## src/rtl/regex_cpu_pipelined_window_pkg.sv

```systemverilog
// Shared instruction definitions for the windowed regex CPU: opcode encoding
// and field extraction from an instruction word.
package regex_cpu_pipelined_window_pkg;

  localparam int OPCODE_WIDTH = 3;

  typedef enum logic [OPCODE_WIDTH-1:0] {
    OP_ACCEPT                = 3'd0,
    OP_SPLIT                 = 3'd1,
    OP_MATCH                 = 3'd2,
    OP_JMP                   = 3'd3,
    OP_END_WITHOUT_ACCEPTING = 3'd4,
    OP_MATCH_ANY             = 3'd5,
    OP_ACCEPT_PARTIAL        = 3'd6,
    OP_NOT_MATCH             = 3'd7
  } opcode_e;

  // Words are passed zero-extended to 64 bits so one helper serves any width.
  function automatic opcode_e opcode_of(input logic [63:0] word, input int word_width);
    int msb;
    msb = word_width - 1;
    return opcode_e'(word[msb -: OPCODE_WIDTH]);
  endfunction

  function automatic logic [63:0] low_field(input logic [63:0] word, input int width);
    return word & ((64'd1 << width) - 64'd1);
  endfunction

  function automatic logic [63:0] char_of(input logic [63:0] word, input int char_width);
    return low_field(word, char_width);
  endfunction

  function automatic logic [63:0] target_of(input logic [63:0] word, input int pc_width);
    return low_field(word, pc_width);
  endfunction

endpackage

```

## src/rtl/regex_cpu_pipelined_window_pc_fifo.sv

```systemverilog
// Small synchronous FIFO of threads with registered full/empty flags.
module pc_fifo #(
  parameter int WIDTH      = 10,
  parameter int DEPTH_LOG2 = 2
) (
  input  logic             clk,
  input  logic             reset,
  input  logic             push,
  input  logic [WIDTH-1:0] push_data,
  input  logic             pop,
  output logic [WIDTH-1:0] pop_data,
  output logic             full,
  output logic             empty
);

  localparam int DEPTH = 1 << DEPTH_LOG2;

  logic [WIDTH-1:0]      mem_q [DEPTH];
  logic [WIDTH-1:0]      mem_d [DEPTH];
  logic [DEPTH_LOG2-1:0] wr_ptr_q, wr_ptr_d;
  logic [DEPTH_LOG2-1:0] rd_ptr_q, rd_ptr_d;
  logic [DEPTH_LOG2:0]   count_q, count_d;
  logic                  full_q, full_d;
  logic                  empty_q, empty_d;

  always_comb begin
    mem_d    = mem_q;
    wr_ptr_d = wr_ptr_q;
    rd_ptr_d = rd_ptr_q;
    count_d  = count_q;
    if (push && !full_q) begin
      mem_d[wr_ptr_q] = push_data;
      wr_ptr_d        = wr_ptr_q + DEPTH_LOG2'(1);
      count_d         = count_d + (DEPTH_LOG2 + 1)'(1);
    end
    if (pop && !empty_q) begin
      rd_ptr_d = rd_ptr_q + DEPTH_LOG2'(1);
      count_d  = count_d - (DEPTH_LOG2 + 1)'(1);
    end
    full_d  = (count_d == (DEPTH_LOG2 + 1)'(DEPTH));
    empty_d = (count_d == '0);
  end

  always_ff @(posedge clk) begin
    if (reset) begin
      mem_q    <= '{default: '0};
      wr_ptr_q <= '0;
      rd_ptr_q <= '0;
      count_q  <= '0;
      full_q   <= 1'b0;
      empty_q  <= 1'b1;
    end else begin
      mem_q    <= mem_d;
      wr_ptr_q <= wr_ptr_d;
      rd_ptr_q <= rd_ptr_d;
      count_q  <= count_d;
      full_q   <= full_d;
      empty_q  <= empty_d;
    end
  end

  assign pop_data = mem_q[rd_ptr_q];
  assign full     = full_q;
  assign empty    = empty_q;

endmodule

```

## src/rtl/regex_cpu_pipelined_window.sv

```systemverilog
// Pipelined regex thread executor over a W-character window:
// thread FIFO -> instruction fetch -> EXEC register -> OUT register.
module regex_cpu_pipelined_window
  import regex_cpu_pipelined_window_pkg::*;
#(
  parameter int PC_WIDTH              = 8,
  parameter int CHARACTER_WIDTH       = 8,
  parameter int MEMORY_WIDTH          = 16,
  parameter int MEMORY_ADDR_WIDTH     = 11,
  parameter int CC_ID_BITS            = 2,
  parameter int FIFO_WIDTH_POWER_OF_2 = 2
) (
  input  logic                                         clk,
  input  logic                                         reset,
  input  logic [(1<<CC_ID_BITS)*CHARACTER_WIDTH-1:0]   current_characters,
  input  logic                                         input_pc_valid,
  output logic                                         input_pc_ready,
  input  logic [PC_WIDTH-1:0]                          input_pc,
  input  logic [CC_ID_BITS-1:0]                        input_cc_id,
  output logic                                         memory_valid,
  input  logic                                         memory_ready,
  output logic [MEMORY_ADDR_WIDTH-1:0]                 memory_addr,
  input  logic [MEMORY_WIDTH-1:0]                      memory_data,
  output logic                                         output_pc_valid,
  input  logic                                         output_pc_ready,
  output logic [PC_WIDTH-1:0]                          output_pc,
  output logic [CC_ID_BITS-1:0]                        output_cc_id,
  output logic                                         output_pc_is_directed_to_current,
  output logic                                         accepts,
  output logic                                         running
);

  localparam int FIFO_W = PC_WIDTH + CC_ID_BITS;
  localparam logic [CC_ID_BITS-1:0] LAST_CC = CC_ID_BITS'((1 << CC_ID_BITS) - 1);

  logic              fifo_push, fifo_pop, fifo_full, fifo_empty;
  logic [FIFO_W-1:0] fifo_head;
  logic [PC_WIDTH-1:0]   head_pc;
  logic [CC_ID_BITS-1:0] head_cc;

  logic                    ready_armed_q, ready_armed_d;
  logic                    pending_q, pending_d;
  logic [PC_WIDTH-1:0]     pending_pc_q, pending_pc_d;
  logic [CC_ID_BITS-1:0]   pending_cc_q, pending_cc_d;
  logic                    exec_valid_q, exec_valid_d;
  logic [MEMORY_WIDTH-1:0] exec_data_q, exec_data_d;
  logic [PC_WIDTH-1:0]     exec_pc_q, exec_pc_d;
  logic [CC_ID_BITS-1:0]   exec_cc_q, exec_cc_d;
  logic                    split_second_q, split_second_d;
  logic                    out_valid_q, out_valid_d;
  logic [PC_WIDTH-1:0]     out_pc_q, out_pc_d;
  logic [CC_ID_BITS-1:0]   out_cc_q, out_cc_d;
  logic                    out_dir_q, out_dir_d;
  logic                    accepts_q, accepts_d;

  logic [63:0]                exec_word;
  opcode_e                    exec_op;
  logic [CHARACTER_WIDTH-1:0] exec_char, window_char;
  logic [PC_WIDTH-1:0]        exec_target;
  logic                       emit, accept_hit, out_load_ok, output_fire;
  logic [PC_WIDTH-1:0]        emit_pc;
  logic [CC_ID_BITS-1:0]      emit_cc;
  logic                       emit_dir;

  pc_fifo #(
    .WIDTH      (FIFO_W),
    .DEPTH_LOG2 (FIFO_WIDTH_POWER_OF_2)
  ) u_pc_fifo (
    .clk       (clk),
    .reset     (reset),
    .push      (fifo_push),
    .push_data ({input_pc, input_cc_id}),
    .pop       (fifo_pop),
    .pop_data  (fifo_head),
    .full      (fifo_full),
    .empty     (fifo_empty)
  );

  assign head_pc = fifo_head[FIFO_W-1 -: PC_WIDTH];
  assign head_cc = fifo_head[CC_ID_BITS-1:0];

  assign input_pc_ready = ready_armed_q && !fifo_full;
  assign fifo_push      = input_pc_valid && input_pc_ready;
  assign memory_valid   = !fifo_empty && !exec_valid_q && !pending_q;
  assign memory_addr    = fifo_empty ? '0 : MEMORY_ADDR_WIDTH'(head_pc);
  assign fifo_pop       = memory_valid && memory_ready;

  assign exec_word   = 64'(exec_data_q);
  assign exec_op     = opcode_of(exec_word, MEMORY_WIDTH);
  assign exec_char   = CHARACTER_WIDTH'(char_of(exec_word, CHARACTER_WIDTH));
  assign exec_target = PC_WIDTH'(target_of(exec_word, PC_WIDTH));
  assign window_char = current_characters[int'(exec_cc_q) * CHARACTER_WIDTH +: CHARACTER_WIDTH];

  assign output_fire = out_valid_q && output_pc_ready;
  assign out_load_ok = !out_valid_q || output_fire;

  // Consuming ops advance cc_id; SPLIT/JMP keep it and always stay in this window.
  always_comb begin
    emit       = 1'b0;
    accept_hit = 1'b0;
    emit_pc    = exec_pc_q + PC_WIDTH'(1);
    emit_cc    = exec_cc_q + CC_ID_BITS'(1);
    emit_dir   = (exec_cc_q != LAST_CC);
    case (exec_op)
      OP_ACCEPT, OP_ACCEPT_PARTIAL: accept_hit = 1'b1;
      OP_SPLIT: begin
        emit     = 1'b1;
        emit_cc  = exec_cc_q;
        emit_dir = 1'b1;
        if (split_second_q) emit_pc = exec_target;
      end
      OP_MATCH:     emit = (window_char == exec_char);
      OP_JMP: begin
        emit     = 1'b1;
        emit_pc  = exec_target;
        emit_cc  = exec_cc_q;
        emit_dir = 1'b1;
      end
      OP_MATCH_ANY: emit = 1'b1;
      OP_NOT_MATCH: emit = (window_char != exec_char);
      OP_END_WITHOUT_ACCEPTING: emit = 1'b0;
      default:      emit = 1'b0;
    endcase
  end

  always_comb begin
    ready_armed_d  = 1'b1;
    pending_d      = fifo_pop;
    pending_pc_d   = fifo_pop ? head_pc : pending_pc_q;
    pending_cc_d   = fifo_pop ? head_cc : pending_cc_q;
    exec_valid_d   = exec_valid_q;
    exec_data_d    = exec_data_q;
    exec_pc_d      = exec_pc_q;
    exec_cc_d      = exec_cc_q;
    split_second_d = split_second_q;
    out_valid_d    = out_valid_q && !output_fire;
    out_pc_d       = out_pc_q;
    out_cc_d       = out_cc_q;
    out_dir_d      = out_dir_q;
    accepts_d      = accepts_q || (exec_valid_q && accept_hit);

    if (exec_valid_q) begin
      if (!emit) begin
        exec_valid_d = 1'b0;
      end else if (out_load_ok) begin
        out_valid_d = 1'b1;
        out_pc_d    = emit_pc;
        out_cc_d    = emit_cc;
        out_dir_d   = emit_dir;
        if (exec_op == OP_SPLIT && !split_second_q) begin
          split_second_d = 1'b1;
        end else begin
          exec_valid_d   = 1'b0;
          split_second_d = 1'b0;
        end
      end
    end

    // EXEC is always empty when a fetch returns, since fetch requires it so.
    if (pending_q) begin
      exec_valid_d   = 1'b1;
      exec_data_d    = memory_data;
      exec_pc_d      = pending_pc_q;
      exec_cc_d      = pending_cc_q;
      split_second_d = 1'b0;
    end
  end

  always_ff @(posedge clk) begin
    if (reset) begin
      ready_armed_q  <= 1'b0;
      pending_q      <= 1'b0;
      pending_pc_q   <= '0;
      pending_cc_q   <= '0;
      exec_valid_q   <= 1'b0;
      exec_data_q    <= '0;
      exec_pc_q      <= '0;
      exec_cc_q      <= '0;
      split_second_q <= 1'b0;
      out_valid_q    <= 1'b0;
      out_pc_q       <= '0;
      out_cc_q       <= '0;
      out_dir_q      <= 1'b0;
      accepts_q      <= 1'b0;
    end else begin
      ready_armed_q  <= ready_armed_d;
      pending_q      <= pending_d;
      pending_pc_q   <= pending_pc_d;
      pending_cc_q   <= pending_cc_d;
      exec_valid_q   <= exec_valid_d;
      exec_data_q    <= exec_data_d;
      exec_pc_q      <= exec_pc_d;
      exec_cc_q      <= exec_cc_d;
      split_second_q <= split_second_d;
      out_valid_q    <= out_valid_d;
      out_pc_q       <= out_pc_d;
      out_cc_q       <= out_cc_d;
      out_dir_q      <= out_dir_d;
      accepts_q      <= accepts_d;
    end
  end

  assign output_pc_valid                  = out_valid_q;
  assign output_pc                        = out_pc_q;
  assign output_cc_id                     = out_cc_q;
  assign output_pc_is_directed_to_current = out_dir_q;
  assign accepts                          = accepts_q;
  assign running = !fifo_empty || pending_q || exec_valid_q || out_valid_q;

endmodule

```

## config.mk

```make
export PLATFORM = sky130hd
export DESIGN_NAME = regex_cpu_pipelined_window
export DESIGN_NICKNAME = d
export VERILOG_FILES = /design/src/rtl/regex_cpu_pipelined_window_pkg.sv /design/src/rtl/regex_cpu_pipelined_window_pc_fifo.sv /design/src/rtl/regex_cpu_pipelined_window.sv
export SDC_FILE = /design/constraint.sdc
export NUM_CORES = 1
export LEC_CHECK = 0
export ABC_AREA = 1
export BUFFER_PORTS_ARGS = -buffer_cell sky130_fd_sc_hd__buf_2
export CORE_ASPECT_RATIO = 1.75
export CORE_MARGIN = 5
export CORE_UTILIZATION = 57
export CTS_BUF_LIST = sky130_fd_sc_hd__clkbuf_8
export DETAILED_ROUTE_END_ITERATION = 8
export PLACE_DENSITY_LB_ADDON = 0.08
export SYNTH_ARGS = -nofsm -noshare
export SYNTH_HDL_FRONTEND = slang
export SYNTH_SLANG_ARGS = --single-unit
```

## constraint.sdc

```tcl
create_clock -name clk -period 2.1 [get_ports clk]
set_input_delay 0.105 -clock clk [delete_from_list [all_inputs] [get_ports clk]]
set_output_delay 0.105 -clock clk [all_outputs]
set_load 0.1 [all_outputs]
```

After elaboration in Yosys (flattened, before gate mapping) --
Cells that the tools add are included.
Operators by class: magnitude comparators 3, bitwise logic cells 2, reductions and logical operators 31, shift operators 1, equality and inequality tests 10, mux-type cells 24, add/subtract/negate cells 6
Operators by type and width (number):
- $bwmux 40 | 1
- $shiftx 32x6->8 | 1
- $mux 10 | 3
- $bmux 10 s2 | 1
- $demux 10 s2 | 1
- $mux 8 | 2
- $pmux 8 s2 | 1
- $eq 3x3->1 const B | 4
- $logic_and 1x1->1 | 12
- $mux 1 | 11
- $add 8x1->8 const B | 1
- $eq 8x8->1 | 1
- $ne 8x8->1 | 1
- $logic_not 1->1 | 7
- $add 2x1->2 const B | 3
- $eq 3x2->1 const B | 2
- $ge 3x3->1 const B | 2
- $logic_not 3->1 | 2
- $mux 3 | 2
- $not 2->3 | 2
- $reduce_or 2->1 | 3
- $logic_or 1x1->1 | 5
- $add 3x1->3 const B | 1
- $eq 3x1->1 const B | 1
- 7 further kinds | 7
Word-level totals: logic and storage cells 100, bits of input ports 63, register bits 102, output and inout port bits 27

Longest topological paths before layout --
Gate-level depths: netlist of run 1.
word-level depth 8, mapped depth 17, mapped depth without buffers 15

By module --
From an unflattened synthesis of run 1, not the netlist that was laid out.
Unflattened totals: cell total of the unflattened synthesis 706, area, all modules 4844.6 µm²
By module, submodules not included:
- regex_cpu_pipelined_window | instances 1, seq. area each 960.9 µm², cells an instance 400, area each 2607.5 µm²
- pc_fifo | instances 1, seq. area each 980.9 µm², cells an instance 306, area each 2237.1 µm²

Worst setup path after synthesis of run 1 --
OpenSTA, ideal clock, no wires.
kind register -> register, from register u_pc_fifo.empty_q, in the netlist u_pc_fifo.empty, to register pending_cc_q[0], setup time 137 ps, period minus slack after synthesis 3719 ps, arrival time 3582 ps, cell stages (with the launch flop) 7, buffers on the path 2, data required time 1963 ps, slack -1619 ps, cells stage by stage dfxtp_1 clkbuf_1 nor3_1 nand2_1 clkinv_1 clkbuf_1 a31oi_1
Between the ends: word-level cells in the longest chain between the ends 4
RTL lines:
- from (decl) | line regex_cpu_pipelined_window_pc_fifo.sv:24 | logic empty_q, empty_d;
- from (signal assigned) | line regex_cpu_pipelined_window_pc_fifo.sv:58 | empty_q <= empty_d;
- $logic_not 1->1 | line regex_cpu_pipelined_window.sv:84 | assign memory_valid = !fifo_empty && !exec_valid_q && !pending_q;
- $logic_and 1x1->1 (2 in series) | line regex_cpu_pipelined_window.sv:84
- named net memory_valid | line regex_cpu_pipelined_window.sv:20 | output logic memory_valid,
- $logic_and 1x1->1 | line regex_cpu_pipelined_window.sv:86 | assign fifo_pop = memory_valid && memory_ready;
- to (signal assigned) | line regex_cpu_pipelined_window.sv:189 | pending_cc_q <= pending_cc_d;
- to (decl) | line regex_cpu_pipelined_window.sv:44 | logic [CC_ID_BITS-1:0] pending_cc_q, pending_cc_d;
The timed path passes the listed nets, and every way through them passes these cells. A chain may end at the register's enable or synchronous reset.

Worst setup path in the final report of run 1 --
from register u_pc_fifo.rd_ptr_q[0], to output port memory_addr[1]
Between the ends: word-level cells in the longest chain between the ends 5
RTL lines:
- from (decl) | line regex_cpu_pipelined_window_pc_fifo.sv:21 | logic [DEPTH_LOG2-1:0] rd_ptr_q, rd_ptr_d;
- from (signal assigned) | line regex_cpu_pipelined_window_pc_fifo.sv:55 | rd_ptr_q <= rd_ptr_d;
- $not 2->3 (implied by the code) | line regex_cpu_pipelined_window_pc_fifo.sv:62 | assign pop_data = mem_q[rd_ptr_q];
- $bmux 10 s2 | line regex_cpu_pipelined_window_pc_fifo.sv:62
- $mux 10 (implied by the code) (2 in series) | line regex_cpu_pipelined_window_pc_fifo.sv:62
- $mux 8 | line regex_cpu_pipelined_window.sv:85 | assign memory_addr = fifo_empty ? '0 : MEMORY_ADDR_WIDTH'(head_pc);
- to (decl) | line regex_cpu_pipelined_window.sv:22 | output logic [MEMORY_ADDR_WIDTH-1:0] memory_addr,
Every way passes these cells. The select of a mux whose other input is x is not followed.

==> impl_metrics.tcl, run 1 <==
set metrics [dict create \
    wirelength_um 12090 \
    cts_made_buffers 9 \
    wl_per_cell_um 14.24 \
    critPathCaptureType "output pin" \
    synth_edf_count 0 \
    leakage_nw 2.465 \
    setup_viol 0 \
    area_growth_syn_to_layout_pct 19.88 \
    start_util 0.5888 \
    p_total_mw 5.162 \
    die_h_um 130.0 \
    htree_levels 3 \
    fin_ws_ns 0.2491 \
    syn_avg_cell_area_sq_um 6.884 \
    grt_setup_unrepaired "false" \
    grt_pass1_vias 4591 \
    diodes 0 \
    yosysSeqAreaShare 0.4142 \
    clk_pin_slew_ns 0.09 \
    portBuffers 81 \
    status "completed" \
    insertion_delay_ns 0.36 \
    critical_path_buf_inv_count 2 \
    crit_chain "buf_4 > o21ai_0 > a21oi_1 > nor2_2 > buf_12" \
    slowest_stage "buf_4" \
    drv_cap 0 \
    hold_path_class "input port to flop" \
    ys.flop_type "dfxtp_1" \
    yosys_warnings 0 \
    fin_crit_ns 1.851 \
    crit_fanout 42 \
    grt_overflow 0 \
    power_density_nw_per_um2 918.5 \
    cts_buffer_depth 2 \
    maxSlewHeadroom 0.5567 \
    critPathKind "flop to output pin" \
    drc 0 \
    worst_path_dominant_cell_family "buffers and inverters" \
    yosys.area.top_type "dfxtp_1" \
    finalInstanceArea_sq_um 5620 \
    drv_slew 0 \
    start_kind "flop" \
    fin_crit_sh 0.8814 \
    cts_root_buffer "clkbuf_8" \
    cts_tree "done" \
    synthCells 681 \
    placed_area_sq_um 5321 \
    fmax_mhz 540.3 \
    grt_pass1_wl_um 20180 \
    holdWs_ns 0.03543 \
    rows 43 \
    core_region_area_sq_um 7963 \
    dieArea_sq_um 10210 \
    numPlacedInstances 831 \
    tightestPinTransition_ns 0.6633 \
    antenna_found_initial 0 \
    finalHoldViolCount 0 \
    cp.required_ns 2.00 \
    die_x_um 78.56 \
    place.gp.congestion 0.9608 \
    vias_per_cell 5.527 \
    numClockSinks 97 \
    place_ws_ns 0.1952 \
    postRouteAntennaNets 0 \
    synthArstFlopShare 0 \
    io_pins 90 \
    drt_iter0_markers 163 \
    grt_max_degree 69 \
    nets 826 \
    ir_worst_vdd_v 0.0005667 \
    synth.distinct_cells 32 \
    dp_hpwl_um 8591 \
    critPathArrivalTime_ns 1.75 \
    finalNonFillerCells 849 \
    vias 4692 \
    synth_area_leaders "dfxtp_1 41%, nand2_1 11%, a21oi_1 8.8%, o21ai_0 7.6%, nand3_1 5.8%" \
    netlist.area_leader.share 0.4142 \
    finClkSkew_ns 0.01436 \
    max_stage_delay_ns 0.33 \
    drtPass1Iterations 4 \
    syn-cell-area_sq_um 4688 \
    drive_gt1_frac 0.1897 \
    grtUsageTotal 0.2460 \
    synth-seq-cells 97 \
]
==> Yosys cell counts (all sizes together), types with 2 or more instances <==
| master | instances |
|---|---|
| a21oi | 82 |
| xor2 | 5 |
| nor3 | 3 |
| nand3 | 56 |
| dfxtp | 97 |
| and3 | 2 |
| inv | 66 |
| nor2 | 70 |
| buf | 12 |
| o21ai | 71 |
| xnor2 | 2 |
| a31oi | 3 |
| ha | 8 |
| clkinv | 4 |
| nand3b | 2 |
| clkbuf | 28 |
| o211ai | 10 |
| nand2 | 147 |
| nand4 | 9 |
==> cells in the final DEF (no fill, tap or decap), types with 4 or more instances in the layout <==
cell type and instances:
nor2_1 57, nand3_2 4, inv_1 64, clkbuf_8 10, xor2_1 5, nor2_2 11
nand3_1 52, buf_12 9, nand2_1 142, ha_1 8, dfxtp_1 96, buf_2 73
nand4_1 8, buf_4 17, nand2_2 5, o21ai_0 71, a21oi_1 82, o211ai_1 10
==> metrics by stage <==
step                  util  TNS (ns)
global route        0.7058         0
global placement    0.6683         0
finish              0.7058         0
CTS                 0.6999         0
floorplan                -   -0.4308
detailed placement  0.6683         0
==> cells by family (layout without fill, tap and decap cells) <==
group,Yosys count,count (layout),synth area share
and+or+nand+nor,289,290,0.2637
AOI/OAI and AO/OA,168,168,0.1865
other,1,3,0.0007999
xor gates and xnor gates,7,7,0.01308
muxes,1,1,0.002135
adders and majority gates,8,8,0.02135
DFF,97,97,0.4142
buffers and inverters,110,185,0.09821
==> state kept, by name, summed over array words and instances, names as in the netlist, 2 cells and up <==
name	count
output_cc_id	2
exec_cc_q	2
pending_cc_q	2
u_pc_fifo.wr_ptr_q	2
u_pc_fifo.count_q	3
output_pc	8
exec_pc_q	8
exec_data_q	11
u_pc_fifo.mem_q	40
u_pc_fifo.rd_ptr_q	2
pending_pc_q	8
==> power by group <==
part / internal (mW) / switching, mW / leakage (nW)
Clock: 0.818 / 0.625 / 0.122
Combinational: 0.480 / 1.11 / 1.55
Sequential: 2.02 / 0.111 / 0.789
Total: 3.32 / 1.85 / 2.46
==> worst register-to-register path, delay by kind of cell (launching register included) <==
kind	cells	cell delay [ns]
flops	1	0.31
simple gates	3	0.81
compound gates	2	0.30
buf+inv	2	0.34
==> what timing repair did <==
| item | in CTS | in global routing |
|---|---|---|
| gates resized for setup | 0 | 6 |
| hold buffers | 1 | 0 |
| endpoints found under the setup margin | 0 | 9 |
| buffers inserted | 0 | 1 |
| endpoints found under the hold margin | 1 | 0 |
==> per-layer routing <==
metal	up-vias	wire length [um]	track usage	part of all wire
li1	2375	-	-	-
met1	2138	4548	0.2576	0.38
met2	143	6367	0.4512	0.53
met3	36	586	0.04627	0.048
met4	0	585	0.1452	0.048
met5	-	0	0	0
==> final cells by class <==
type,instances,area [sq um]
clock buffer,10,137.6
clock inverter,5,103.9
fill,708,2342
inverter,70,266.5
multi-input combinational,477,2374
sequential,97,1943
tap,90,112.6
timing repair buffer,100,683.2
==> final timing paths <==
kind                               from                   to  slack, ns  cells past startpoint
hold reg to reg     u_pc_fifo.mem_q[20]  u_pc_fifo.mem_q[20]       0.46                      2
setup reg to reg          ready_armed_q   u_pc_fifo.mem_q[3]       0.26                      7
hold / removal          memory_data[14]      exec_data_q[14]       0.04                      3
setup / recovery  u_pc_fifo.rd_ptr_q[0]       memory_addr[1]       0.25                      5
(Power assumes the default switching activity.)
==> inputs of run 2 (changes only) <==
CORE_ASPECT_RATIO = 0.5   (was 1.75)
CTS_CLUSTER_DIAMETER = 50   (was not set)
PLACE_DENSITY = 0.82   (was not set)
PLACE_DENSITY_LB_ADDON = not set   (was 0.08)
==> run 2 against run 1 <==
Worst setup slack worse by 0.088 ns. Count of clock-buffer cells in the layout stayed put. Sequential share of layout area is 0.14 points higher. Clock power is 16% lower. Largest cell class unchanged.
==> impl_metrics.tcl, run 2 (same netlist as run 1, synthesis figures left out) <==
set metrics [dict create \
    vias_per_cell 5.253 \
    portBuffers 81 \
    clk_pin_slew_ns 0.09 \
    dieArea_sq_um 10250 \
    worst_path_dominant_cell_family "compound AO/OA/AOI/OAI gates" \
    start_util 0.5860 \
    grt_max_degree 48 \
    wl_per_cell_um 13.01 \
    crit_fanout 42 \
    drc 0 \
    grt_setup_unrepaired "false" \
    ir_worst_vdd_v 0.0003881 \
    postRouteAntennaNets 0 \
    rows 23 \
    die_x_um 138.3 \
    grt_pass1_wl_um 19090 \
    hold_path_class "input port to flop" \
    finalNonFillerCells 873 \
    antenna_found_initial 0 \
    place.gp.congestion 0.8829 \
    critical_path_buf_inv_count 2 \
    critPathKind "flop to output pin" \
    drtPass1Iterations 5 \
    setup_viol 0 \
    max_stage_delay_ns 0.37 \
    placed_area_sq_um 5356 \
    cts_root_buffer "clkbuf_8" \
    drive_gt1_frac 0.1853 \
    vias 4586 \
    dp_hpwl_um 8063 \
    fin_ws_ns 0.1610 \
    cts_tree "done" \
    utilization 0.6997 \
    grt_pass1_vias 4172 \
    numClockSinks 97 \
    core_region_area_sq_um 8000 \
    drt_iter0_markers 344 \
    mostFrequentLayoutCells "142 x nand2_1, 96 x dfxtp_1, 82 x a21oi_1" \
    hold_start "memory_data[1]" \
    critPathCaptureType "output pin" \
    area_growth_syn_to_layout_pct 19.40 \
    cts_made_buffers 9 \
    io_pins 90 \
    largest_reg_flops 40 \
    finalHoldViolCount 0 \
    slowest_stage "a21oi_1" \
    grt_overflow 0 \
    reg.largest.list "u_pc_fifo.mem_q (40), exec_data_q (11)" \
    startpoint "u_pc_fifo.rd_ptr_q[0]" \
    finalInstanceArea_sq_um 5598 \
    place_ws_ns 0.1802 \
    cp.required_ns 2.00 \
    drv_slew 0 \
    wirelength_um 11360 \
    grtUsageTotal 0.2270 \
    start_kind "flop" \
    critPathArrivalTime_ns 1.83 \
    r2r_start "exec_cc_q[0]" \
    crit_chain "buf_4 > o21ai_0 > a21oi_1 > nor2_2 > buf_12" \
    status "completed" \
    diodes 0 \
    max_flop_register "u_pc_fifo.mem_q" \
    fill_cells 693 \
    htree_levels 3 \
    finClkSkew_ns 0.01225 \
    layout_commonest_cell "nand2_1" \
    insertion_delay_ns 0.37 \
    nets 827 \
    numPlacedInstances 854 \
    postCtsSetupBuffers 0 \
    power_density_nw_per_um2 875.2 \
    cts_buffer_depth 2 \
    fmax_mhz 515.7 \
    die_h_um 74.13 \
    leakage_nw 2.432 \
    fin_crit_sh 0.9233 \
    drv_cap 0 \
    fin_crit_ns 1.939 \
]
run 2: worst reg2reg max path, stage by stage (launching register included):
cell	delay [ns]
dfxtp_2	0.38
buf_12	0.16
nand2_1	0.06
nand3_1	0.10
nand2_1	0.08
a21oi_1	0.12
nand2_1	0.07
nor2_2	0.13
nand4_1	0.23
nand4_2	0.28
nand2_1	0.07
nand2_1	0.06
nor2_1	0.04
run 2: where the power goes:
group / internal [mW] / leakage (nW) / switching (mW)
registers: 2.02 / 0.789 / 0.119
logic: 0.480 / 1.55 / 1.08
clock network: 0.574 / 0.0971 / 0.631
run 2: final cells by class:
class,count,area (sq um),share of cell area
Clock buffer,10,137.6,0.02459
Clock inverter,6,60.06,0.01073
Inverter,70,266.5,0.04761
Multi-Input combinational cell,477,2357,0.4211
Sequential cell,97,1943,0.3471
Tap cell,112,140.1,0.02503
Timing Repair Buffer,101,693.2,0.1238
run 2: final timing paths:
check,slack [ns],cells after the start,endpoint
worst min register to register,0.45,2,u_pc_fifo.mem_q[33]
worst max-delay path,0.16,5,memory_addr[2]
worst max register to register,0.22,12,output_pc[4]
worst min-delay path,0.02,3,exec_data_q[1]
run 2: layer usage:
layer / vias up / GRT usage / wire length [um]
met2: 118 / 0.4001 / 5286
li1: 2373 / - / -
met5: - / 0 / 0
met1: 2083 / 0.2832 / 5260
met4: 0 / 0.06681 / 142
met3: 12 / 0.05716 / 673
run 2: timing repair:
action / CTS / global route
hold endpoints to repair: 2 / 0
gates resized for setup: 0 / 3
hold buffers: 2 / 0
setup endpoints to repair: 0 / 11
run 2: metrics by stage:
| stage | hold slack, ns | total power, mW | setup TNS [ns] |
|---|---|---|---|
| global route | 0.02827 | 5.196 | 0 |
| global placement | 0.3367 | 3.683 | 0 |
| detailed placement | 0.3360 | 3.723 | 0 |
| floorplan | 0.2399 | 3.329 | -0.4308 |
| finish | 0.01940 | 4.900 | 0 |
| CTS | 0.008753 | 4.921 | 0 |
